$ cat src/rtl/fifo_wr_arbiter.sv
// Round-robin write-side arbiter: grants one producer at a time for a bounded burst and
// tags each FIFO word with the owner ID. Define FIFO_WR_ARB_STALL_CNT_EN to build stall_cnt_o.
module fifo_wr_arbiter #(
  parameter int unsigned NUM_REQ    = 4,
  parameter int unsigned DATA_WIDTH = 16,
  parameter int unsigned ID_WIDTH   = 2,
  parameter int unsigned BURST_LEN  = 4
) (
  input  logic                           clk_i,
  input  logic                           resetn_i,
  input  logic [NUM_REQ*DATA_WIDTH-1:0]  in_data_i,
  input  logic [NUM_REQ-1:0]             in_valid_i,
  input  logic [NUM_REQ-1:0]             in_last_i,
  output logic [NUM_REQ-1:0]             in_ready_o,
  output logic [ID_WIDTH+DATA_WIDTH-1:0] fifo_wr_data_o,
  output logic                           fifo_wr_en_o,
  input  logic                           fifo_full_i,
  output logic [ID_WIDTH-1:0]            grant_id_o,
  output logic                           busy_o,
  output logic [15:0]                    stall_cnt_o
);

  localparam logic [7:0]          BurstMax = 8'(BURST_LEN - 1);
  localparam logic [ID_WIDTH-1:0] LastId   = ID_WIDTH'(NUM_REQ - 1);

  typedef enum logic {StIdle, StGrant} state_e;

  state_e                state_q, state_d;
  logic [ID_WIDTH-1:0]   owner_q, owner_d;
  logic [ID_WIDTH-1:0]   rr_ptr_q, rr_ptr_d;
  logic [7:0]            burst_cnt_q, burst_cnt_d;

  logic                  owner_valid, owner_last, xfer, sel_found;
  logic [DATA_WIDTH-1:0] owner_data;
  logic [ID_WIDTH-1:0]   sel_id, rr_next;

  always_comb begin
    owner_valid = 1'b0;
    owner_last  = 1'b0;
    owner_data  = '0;
    for (int unsigned i = 0; i < NUM_REQ; i++) begin
      if (owner_q == ID_WIDTH'(i)) begin
        owner_valid = in_valid_i[i];
        owner_last  = in_last_i[i];
        owner_data  = in_data_i[i*DATA_WIDTH +: DATA_WIDTH];
      end
    end
  end

  assign xfer    = (state_q == StGrant) & owner_valid & ~fifo_full_i;
  assign rr_next = (owner_q == LastId) ? '0 : owner_q + 1'b1;

  // First valid producer scanning upward from rr_ptr_q, wrapping at NUM_REQ.
  always_comb begin
    int unsigned idx;
    sel_found = 1'b0;
    sel_id    = '0;
    for (int unsigned k = 0; k < NUM_REQ; k++) begin
      idx = 32'(rr_ptr_q) + k;
      if (idx >= NUM_REQ) idx = idx - NUM_REQ;
      for (int unsigned j = 0; j < NUM_REQ; j++) begin
        if (!sel_found && idx == j && in_valid_i[j]) begin
          sel_found = 1'b1;
          sel_id    = ID_WIDTH'(j);
        end
      end
    end
  end

  always_ff @(posedge clk_i or negedge resetn_i) begin
    if (!resetn_i) begin
      state_q     <= StIdle;
      owner_q     <= '0;
      rr_ptr_q    <= '0;
      burst_cnt_q <= '0;
    end else begin
      state_q     <= state_d;
      owner_q     <= owner_d;
      rr_ptr_q    <= rr_ptr_d;
      burst_cnt_q <= burst_cnt_d;
    end
  end

  always_comb begin
    state_d     = state_q;
    owner_d     = owner_q;
    rr_ptr_d    = rr_ptr_q;
    burst_cnt_d = burst_cnt_q;
    unique case (state_q)
      StIdle: begin
        if (sel_found) begin
          state_d     = StGrant;
          owner_d     = sel_id;
          burst_cnt_d = '0;
        end
      end
      StGrant: begin
        if (xfer) burst_cnt_d = burst_cnt_q + 8'd1;
        // A stalled but still-valid owner keeps the grant.
        if ((xfer && (owner_last || burst_cnt_q == BurstMax)) || !owner_valid) begin
          state_d  = StIdle;
          rr_ptr_d = rr_next;
        end
      end
    endcase
  end

  always_comb begin
    in_ready_o     = '0;
    fifo_wr_en_o   = xfer;
    busy_o         = (state_q == StGrant);
    grant_id_o     = busy_o ? owner_q : '0;
    fifo_wr_data_o = busy_o ? {owner_q, owner_data} : '0;
    for (int unsigned i = 0; i < NUM_REQ; i++) begin
      if (xfer && owner_q == ID_WIDTH'(i)) in_ready_o[i] = 1'b1;
    end
  end

`ifdef FIFO_WR_ARB_STALL_CNT_EN
  logic [15:0] stall_cnt_q;

  always_ff @(posedge clk_i or negedge resetn_i) begin
    if (!resetn_i) begin
      stall_cnt_q <= '0;
    end else if (busy_o && owner_valid && fifo_full_i && stall_cnt_q != 16'hFFFF) begin
      stall_cnt_q <= stall_cnt_q + 16'd1;
    end
  end

  assign stall_cnt_o = stall_cnt_q;
`else
  assign stall_cnt_o = 16'd0;
`endif

endmodule
$ cat config.mk
export PLATFORM = sky130hd
export DESIGN_NAME = fifo_wr_arbiter
export DESIGN_NICKNAME = d
export VERILOG_FILES = /design/src/rtl/fifo_wr_arbiter.sv
export SDC_FILE = /design/constraint.sdc
export NUM_CORES = 1
export LEC_CHECK = 0
export BUFFER_PORTS_ARGS = -buffer_cell sky130_fd_sc_hd__buf_2
export CAP_MARGIN = 20
export CORE_MARGIN = 1
export CORE_UTILIZATION = 35
export DETAILED_ROUTE_END_ITERATION = 8
export PLACE_DENSITY = 0.77
export SYNTH_ARGS = -nofsm -noshare
export SYNTH_HDL_FRONTEND = slang
export SYNTH_SLANG_ARGS = --single-unit
$ cat constraint.sdc
create_clock -name clk_i -period 4.1 [get_ports clk_i]
set_input_delay 0.205 -clock clk_i [delete_from_list [all_inputs] [get_ports clk_i]]
set_output_delay 0.205 -clock clk_i [all_outputs]
set_load 0.03 [all_outputs]
[After elaboration in Yosys (flattened, before gate mapping)]
Cells that the tools add are included.
Cells by class
  add/subtract/negate cells: 9
  magnitude comparators: 4
  eq/ne operators: 18
  mux-type cells: 60
  bitwise operators: 4
  reductions and logical operators: 62
Operators with widths (number)
  $eq A32 B2 Y1 const B: 8
  $eq A32 B1 Y1 const B: 4
  $logic_not A32 Y1: 4
  $mux W32: 4
  $mux W16: 4
  $logic_and A1 B1 Y1: 36
  $mux W2: 16
  $mux W1: 31
  $mux W18: 1
  $logic_not A1 Y1: 16
  $mux W8: 2
  $pmux W8 S2: 1
  $sub A3 B3 Y4 const B: 3
  $ge A3 B3 Y1 const B: 3
  $add A8 B1 Y8 const B: 1
  $eq A8 B2 Y1 const B: 1
  $add A2 B2 Y3 const B: 2
  $reduce_and A2 Y1: 3
  $eq A2 B2 Y1 const B: 2
  $sub A2 B3 Y4 const B: 1
  $add A2 B1 Y3 const B: 1
  $ge A2 B3 Y1 const B: 1
  $add A2 B1 Y2 const B: 1
  $and A1 B1 Y1: 2
  other kinds (7): 9
Storage, ports and cells
  bits in registers: 13
  bits of input ports: 75
  output and inout port bits: 42

[Logic depth before layout (Yosys ltp)]
Gate-level depths: netlist of run 1.
  depth after elaboration: 67
  mapped depth: 9
  depth with buffers taken out: 7

[Worst setup path before layout of run 1]
OpenSTA, ideal clock, no wires.
  path type: reg-to-output
  from: reg owner_q[1]
  to: out fifo_wr_data_o[11]
  arrival time: 2.037 ns
  slack: 1.858 ns
  stages on the path, launching flop included: 10
  buffers on the path: 2
  path through: dfrtp_1 inv_1 ha_1 buf_2 nor2b_1 buf_2 a221oi_1 nor3_1 a21oi_1 nor2_1
On the way
  cells in the longest elaborated chain, start to end: 6
  elaborated cells on any way between the ends: 9
Ends and longest elaborated chain
  from (decl): RTL line 29  | logic [ID_WIDTH-1:0] owner_q, owner_d;
  from (signal assigned): RTL line 78  | owner_q <= owner_d;
  $logic_not A2 Y1: RTL line 42  | if (owner_q == ID_WIDTH'(i)) begin
  $mux W16 (3 in a row): RTL line 42
  $mux W16 (*): RTL line 42
  $mux W18 (*): RTL line 113  | fifo_wr_data_o = busy_o ? {owner_q, owner_data} : '0;
  to (decl): RTL line 15  | output logic [ID_WIDTH+DATA_WIDTH-1:0] fifo_wr_data_o,
Mark *: on every way between the ends. The rest lies on a longest branch, timed or not.

[Worst setup path after layout of run 1]
  from: reg owner_q[1]
  to: out fifo_wr_data_o[10]
Same word-level chain as after synthesis.

==> results of run 1 <==
==> worst min-delay path, cell delays in order <==
cell and delay, ns:
buf_2 0.13, o21ai_0 0.14, a22oi_1 0.07
==> worst paths after layout <==
| path | startpoint | endpoint | slack (ns) | cells past startpoint |
|---|---|---|---|---|
| setup / recovery | owner_q[1] | fifo_wr_data_o[10] | 1.02 | 8 |
| min in group asynchronous | resetn_i | burst_cnt_q[0] | 0.38 | 2 |
| setup reg to reg | owner_q[1] | rr_ptr_q[1] | 1.51 | 6 |
| hold / removal | in_valid_i[3] | owner_q[0] | 0.35 | 3 |
| hold reg to reg | burst_cnt_q[7] | burst_cnt_q[7] | 0.49 | 1 |
| max in group asynchronous | resetn_i | burst_cnt_q[5] | 3.48 | 2 |
==> cell usage in the layout, fill, tap and decap left out <==
cell type,synthesis,routed
a2111oi_4,1,1
a21oi_1,22,22
a221o_1,1,1
a221oi_1,15,15
a22oi_1,2,2
and2_1,5,5
and3_1,3,3
and3b_1,1,1
buf_2,4,100
buf_4,19,3
clkbuf_1,10,1
clkbuf_8,0,3
conb_1,1,16
dfrtp_1,13,13
dlygate4sd3_1,0,1
ha_1,5,5
inv_1,7,7
mux2_1,2,2
mux2i_1,8,8
nand2_1,16,16
nand2b_1,1,1
nand3b_1,2,2
nand4_1,2,2
nor2_1,20,20
nor2b_1,17,17
nor3_1,17,17
nor4_4,1,1
nor4b_1,1,1
o21ai_0,6,6
o221ai_1,1,1
o22ai_1,2,2
o31ai_1,1,1
o41ai_1,2,2
==> layout make-up <==
| type | count | area, sq um | share of cell area |
|---|---|---|---|
| inverters | 7 | 26.28 | 0.01290 |
| flip-flops and latches | 13 | 325.3 | 0.1597 |
| multi-input cells | 170 | 1045 | 0.5129 |
| well taps | 50 | 62.56 | 0.03071 |
| repair buffers | 104 | 533.0 | 0.2617 |
| clock buffers | 4 | 45.04 | 0.02211 |
==> state kept, by name, summed over array words and instances, names as in the netlist <==
register	count
owner_q	2
busy_o	1
burst_cnt_q	8
rr_ptr_q	2
==> kinds of logic after synthesis <==
group | Yosys count
compound gates | 53
buf+inv | 40
flops | 13
fa+ha+maj | 5
simple gates | 86
other cells | 1
mux | 10
==> power by group through the flow <==
stage	clock network, mW	logic, mW	registers (mW)
final	0.115	1.19	0.200
after global routing	0.130	1.32	0.204
after CTS	0.121	1.20	0.199
after detailed placement	0	1.19	0.201
after global placement	0	1.18	0.198
after floorplan	0	0.938	0.201
==> routing by layer <==
metal | GRT usage | up-vias | share of wire
met1 | 0.1996 | 777 | 0.38
met3 | 0.05000 | 0 | 0.089
li1 | - | 892 | -
met4 | 0.02344 | 0 | 0
met5 | 0 | - | 0
met2 | 0.3713 | 65 | 0.53
==> repair_timing <==
item	CTS	global route
endpoints found under the hold margin	13	0
hold buffers	1	0
endpoints found under the setup margin	0	0
==> results.py, run 1 <==
metrics = {
    "worst_setup_path": {
        "endpoint_kind": "primary output",
        "required_ns": 3.89,
        "critPathTopFamily": "simple AND/OR/NAND/NOR gates",
        "cp_slowest_cell": "nor2b_1",
        "critPathLaunchType": "flip-flop",
        "cpPeakStageDelay_ns": 0.89,
        "critPathBufInv": 2,
        "worstPathArrival_ns": 2.87,
        "crit_fanout": 23,
        "crit_chain": "inv_1, ha_1, nor2b_1, a221oi_1, nor3_1, a21oi_1, nor2_1, buf_2",
        "path_class": "reg2out",
    },
    "drt": {
        "vias_per_cell": 4.983,
        "vias": 1734,
        "drt-initial-drc-count": 45,
        "routedWlPerCell_microns": 13.02,
        "route.detailed.drc": 0,
        "dr.pass1.iters": 4,
        "ant_nets": 0,
        "wl_microns": 4532,
    },
    "global_route": {
        "antenna_found_initial": 0,
        "grt_pass1_vias": 1523,
        "grt_pass1_wl_microns": 6644,
        "grt_overflow": 0,
        "grt_max_degree": 28,
        "track_usage": 0.1880,
    },
    "sta": {
        "fin_ws_ns": 1.020,
        "whs_ns": 0.3500,
        "rsz0062_at_grt": "no",
        "finalCritPeriodShare": 0.7512,
        "clock.fmax_mhz": 324.7,
        "skew_ns": 0.002956,
        "period_needed_ns": 3.080,
        "max-slew-margin-rel": 0.3337,
        "hold_viol": 0,
        "setup_viol": 0,
        "tns_ns": 0,
        "drv_slew": 0,
        "worst_pin_slew_ns": 0.9974,
    },
    "synth": {
        "syn_area_per_cell_sq_um": 7.405,
        "yosys.area_share.adder": 0.04062,
        "syn_inst": 208,
        "yosysSeqAreaShare": 0.2112,
        "synth_xor_xnor_area_share": 0,
        "synth_simple_gate_area_frac": 0.2916,
        "netlist_area_sq_um": 1540,
        "synthMuxAreaShare": 0.06661,
        "synth.area.top_cells": "dfrtp_1 (21%), buf_4 (9.3%), a221oi_1 (8.5%)",
        "synth_top_area_cell": "dfrtp_1",
        "synth_edf_count": 0,
        "yosys_warnings": 0,
        "ys_ff_latch": 13,
        "netlist-cell-type-count": 31,
        "synth_commonest_cells": "a21oi_1 (22), nor2_1 (20), buf_4 (19)",
        "ys.flop_type": "dfrtp_1",
        "yosysMostFrequentCell": "a21oi_1",
        "synth_compound_area_frac": 0.2405,
        "synth-async-reset-ratio": 1.000,
        "synth_top_family_by_area": "simple AND/OR/NAND/NOR gates",
        "synth_top_area_share": 0.2112,
    },
    "clock_network": {
        "postCtsResizedCells": 0,
        "cts.clk_slew.worst_paths_ns": 0.06,
        "clock_sinks": 13,
        "root_buffer": "clkbuf_8",
        "cts.path.max_buffers": 2,
        "htreeDepth": 1,
        "clk_latency_ns": 0.24,
        "cts_tree": "yes",
        "cts_setup_buffers": 0,
        "cts_buffers": 3,
    },
    "layout": {
        "nets": 379,
        "fin_area_sq_um": 2037,
        "drive_gt1_frac": 0.3624,
        "area_growth_pct": 32.25,
        "utilization": 0.4950,
        "fillCellCount": 408,
        "layout.cells.non_filler": 348,
        "num_antenna_cells": 0,
    },
    "floorplanning": {
        "initial_core_util": 0.3743,
        "dieArea_sq_um": 4670,
        "die_x_microns": 68.34,
        "die_h_microns": 68.34,
        "num_io_pins": 117,
        "row_count": 23,
        "core_area_sq_um": 4115,
    },
    "power": {
        "p_seq_frac": 0.133,
        "p_total_mw": 1.506,
        "p_clk_frac": 0.076,
        "p_per_area_nw_per_um2": 739.1,
        "p_leak_nw": 1.093,
        "power_frac_comb": 0.791,
        "switchingPower_mw": 0.8653,
        "p_int_mw": 0.6403,
        "peakVddDrop_mv": 0.3433,
        "swShare": 0.5747,
    },
    "job": {
        "drv_cap": 0,
    },
    "run_status": {
        "status": "finished clean",
    },
    "placement": {
        "place_ws_ns": 1.264,
        "hpwlAfterDp_microns": 3536,
        "routabilityCongestion": 0.8568,
        "place_area_sq_um": 1982,
        "io_buffers": 100,
        "dp.cells": 343,
    },
    "worst_hold_path": {
        "holdCritPathClass": "in2reg",
    },
}
No activity file was read; power rests on OpenSTA's default activity.
==> run 2, diff against run 1 <==
--- a/config.mk
+++ b/config.mk
@@ -5,12 +5,13 @@
 export SDC_FILE = /design/constraint.sdc
 export NUM_CORES = 1
 export LEC_CHECK = 0
+export ABC_AREA = 1
 export BUFFER_PORTS_ARGS = -buffer_cell sky130_fd_sc_hd__buf_2
 export CAP_MARGIN = 20
 export CORE_MARGIN = 1
 export CORE_UTILIZATION = 35
 export DETAILED_ROUTE_END_ITERATION = 8
-export PLACE_DENSITY = 0.77
+export PLACE_DENSITY = 0.76
 export SYNTH_ARGS = -nofsm -noshare
 export SYNTH_HDL_FRONTEND = slang
 export SYNTH_SLANG_ARGS = --single-unit
==> constraint.sdc (replaced) <==
create_clock -name clk_i -period 2.8 [get_ports clk_i]
set_input_delay 0.14 -clock clk_i [delete_from_list [all_inputs] [get_ports clk_i]]
set_output_delay 0.14 -clock clk_i [all_outputs]
set_load 0.03 [all_outputs]
==> results.py, run 2 <==
metrics = {
    "drt": {
        "dr.pass1.iters": 4,
        "ant_nets": 0,
        "wl_microns": 5445,
        "route.detailed.drc": 0,
        "drt-initial-drc-count": 77,
        "routedWlPerCell_microns": 11.84,
        "vias_per_cell": 4.963,
        "vias": 2283,
    },
    "layout": {
        "largest_register_ffs": 8,
        "seqCellArea_sq_um": 325.3,
        "reg_top3": "burst_cnt_q: 8 flops, owner_q: 2 flops, rr_ptr_q: 2 flops",
        "area_growth_pct": 30.46,
        "mostFrequentLayoutCells": "buf_2 (100), o21ai_0 (53), nand2_1 (50)",
        "nets": 474,
        "layout.cells.non_filler": 460,
        "final_common_cell": "buf_2",
        "num_antenna_cells": 0,
        "fillCellCount": 526,
        "multi_input_area_sq_um": 1194,
        "top_register": "burst_cnt_q",
        "drive_gt1_frac": 0.3079,
        "fin_area_sq_um": 2310,
    },
    "worst_setup_path": {
        "required_ns": 2.66,
        "worstPathArrival_ns": 2.30,
        "crit_fanout": 13,
        "reg2reg_slack_ns": 0.72,
        "endpoint_kind": "primary output",
        "path_class": "reg2out",
        "critPathLaunchType": "flip-flop",
    },
    "synth": {
        "netlist_area_sq_um": 1770,
        "yosysMostFrequentCell": "o21ai_0",
        "synth_edf_count": 0,
        "synth_top_area_share": 0.1837,
        "yosysSeqAreaShare": 0.1837,
        "netlist-cell-type-count": 28,
        "yosys_warnings": 0,
        "syn_inst": 302,
        "synth.area.top_cells": "dfrtp_1 (18%), o21ai_0 (15%), nand2_1 (11%)",
        "synth_commonest_cells": "o21ai_0 (53), nand2_1 (51), a21oi_1 (35), nor2_1 (35), inv_1 (26)",
        "syn_area_per_cell_sq_um": 5.862,
        "ys_ff_latch": 13,
        "synth-async-reset-ratio": 1.000,
        "synth_top_area_cell": "dfrtp_1",
        "ys.flop_type": "dfrtp_1",
    },
    "sta": {
        "skew_ns": 0.001345,
        "setup_viol": 0,
        "drv_slew": 0,
        "tns_ns": 0,
        "hold_viol": 0,
        "period_needed_ns": 2.438,
        "clock.fmax_mhz": 410.2,
        "finalCritPeriodShare": 0.8707,
        "rsz0062_at_grt": "no",
        "whs_ns": 0.3177,
    },
    "placement": {
        "io_buffers": 100,
        "routabilityCongestion": 0.8302,
        "place_area_sq_um": 2247,
        "dp.cells": 455,
        "hpwlAfterDp_microns": 4284,
    },
    "global_route": {
        "grt_overflow": 0,
        "antenna_found_initial": 0,
        "grt_pass1_vias": 1982,
        "grt_pass1_wl_microns": 8245,
        "grt_max_degree": 35,
        "track_usage": 0.1947,
    },
    "clock_network": {
        "cts_tree": "yes",
        "clk_latency_ns": 0.25,
        "htreeDepth": 1,
        "cts_setup_buffers": 0,
        "root_buffer": "clkbuf_8",
        "cts_buffers": 3,
        "cts.clk_slew.worst_paths_ns": 0.06,
        "clock_sinks": 13,
        "cts.path.max_buffers": 2,
    },
    "power": {
        "peakVddDrop_mv": 0.6734,
        "p_leak_nw": 1.303,
        "p_total_mw": 2.561,
        "p_per_area_nw_per_um2": 1109,
    },
    "worst_hold_path": {
        "holdCritPathClass": "in2async",
    },
    "job": {
        "drv_cap": 0,
    },
    "floorplanning": {
        "die_x_microns": 73.12,
        "row_count": 25,
        "dieArea_sq_um": 5347,
        "num_io_pins": 117,
        "initial_core_util": 0.3699,
        "die_h_microns": 73.12,
        "core_area_sq_um": 4786,
    },
    "run_status": {
        "status": "finished clean",
    },
}
==> run 2: power breakdown <==
group	internal [mW]	switching, mW	leakage, nW
clock	0.0985	0.0737	0.0255
sequential	0.237	0.0568	0.171
combinational	0.642	1.45	1.11
total	0.977	1.58	1.30
==> run 2: metrics by stage <==
step / utilization / worst slack, ns
after floorplan: - / 0.6085
after global placement: 0.4695 / 0.4322
after detailed placement: 0.4695 / 0.3103
after CTS: 0.4813 / 0.01490
after global routing: 0.4826 / 0.09148
final: 0.4826 / 0.3620
==> run 2: layout make-up <==
cell class | count | share of cell area
Multi-Input combinational cell | 242 | 0.5168
Timing Repair Buffer | 107 | 0.2405
Sequential cell | 13 | 0.1408
Inverter | 27 | 0.04550
Tap cell | 67 | 0.03629
Clock buffer | 3 | 0.01788
Clock inverter | 1 | 0.002167
==> run 2: repair_timing <==
action | in CTS | in global routing
endpoints found under the hold margin | 13 | 0
setup endpoints to repair | 0 | 2
hold buffers | 1 | 0
resized for setup | 0 | 3
==> run 2: path summary, 6_finish.rpt <==
| kind | start | to | depth (start not counted) |
|---|---|---|---|
| setup / recovery | owner_q[1] | in_ready_o[3] | 13 |
| hold / removal | resetn_i | busy_o | 2 |
| setup reg to reg | owner_q[1] | rr_ptr_q[0] | 12 |
| hold reg to reg | owner_q[0] | rr_ptr_q[0] | 1 |
| max in group asynchronous | resetn_i | burst_cnt_q[3] | 2 |
| min in group clk_i | in_valid_i[3] | owner_q[0] | 5 |
==> run 2: critical path, cell delays in order, from the launching register on <==
cell and delay (ns):
dfrtp_1 0.41, inv_1 0.08, ha_1 0.21, inv_2 0.15, o21ai_0 0.13, o211ai_1 0.09, nand2_1 0.06, o21ai_0 0.06
inv_1 0.08, nand2_2 0.23, clkinvlp_4 0.25, nand2_1 0.10, inv_1 0.03, buf_2 0.16
==> run 2: layer usage <==
layer	up-vias	part of all wire	GRT usage
met5	-	0	0
met4	0	0.015	0.06100
met3	6	0.074	0.03453
met2	100	0.51	0.3848
met1	1017	0.41	0.2047
li1	1160	-	-
==> run 2: cells by family (layout without fill, tap and decap cells) <==
group,count (synthesis),in the layout,share of synthesized area
and+or+nand+nor,124,124,0.3131
xor gates and xnor gates,4,4,0.01979
DFF,13,13,0.1837
AOI/OAI and AO/OA,93,93,0.2707
other,1,16,0.002118
buffers and inverters,62,138,0.1753
adders and majority gates,5,5,0.03534
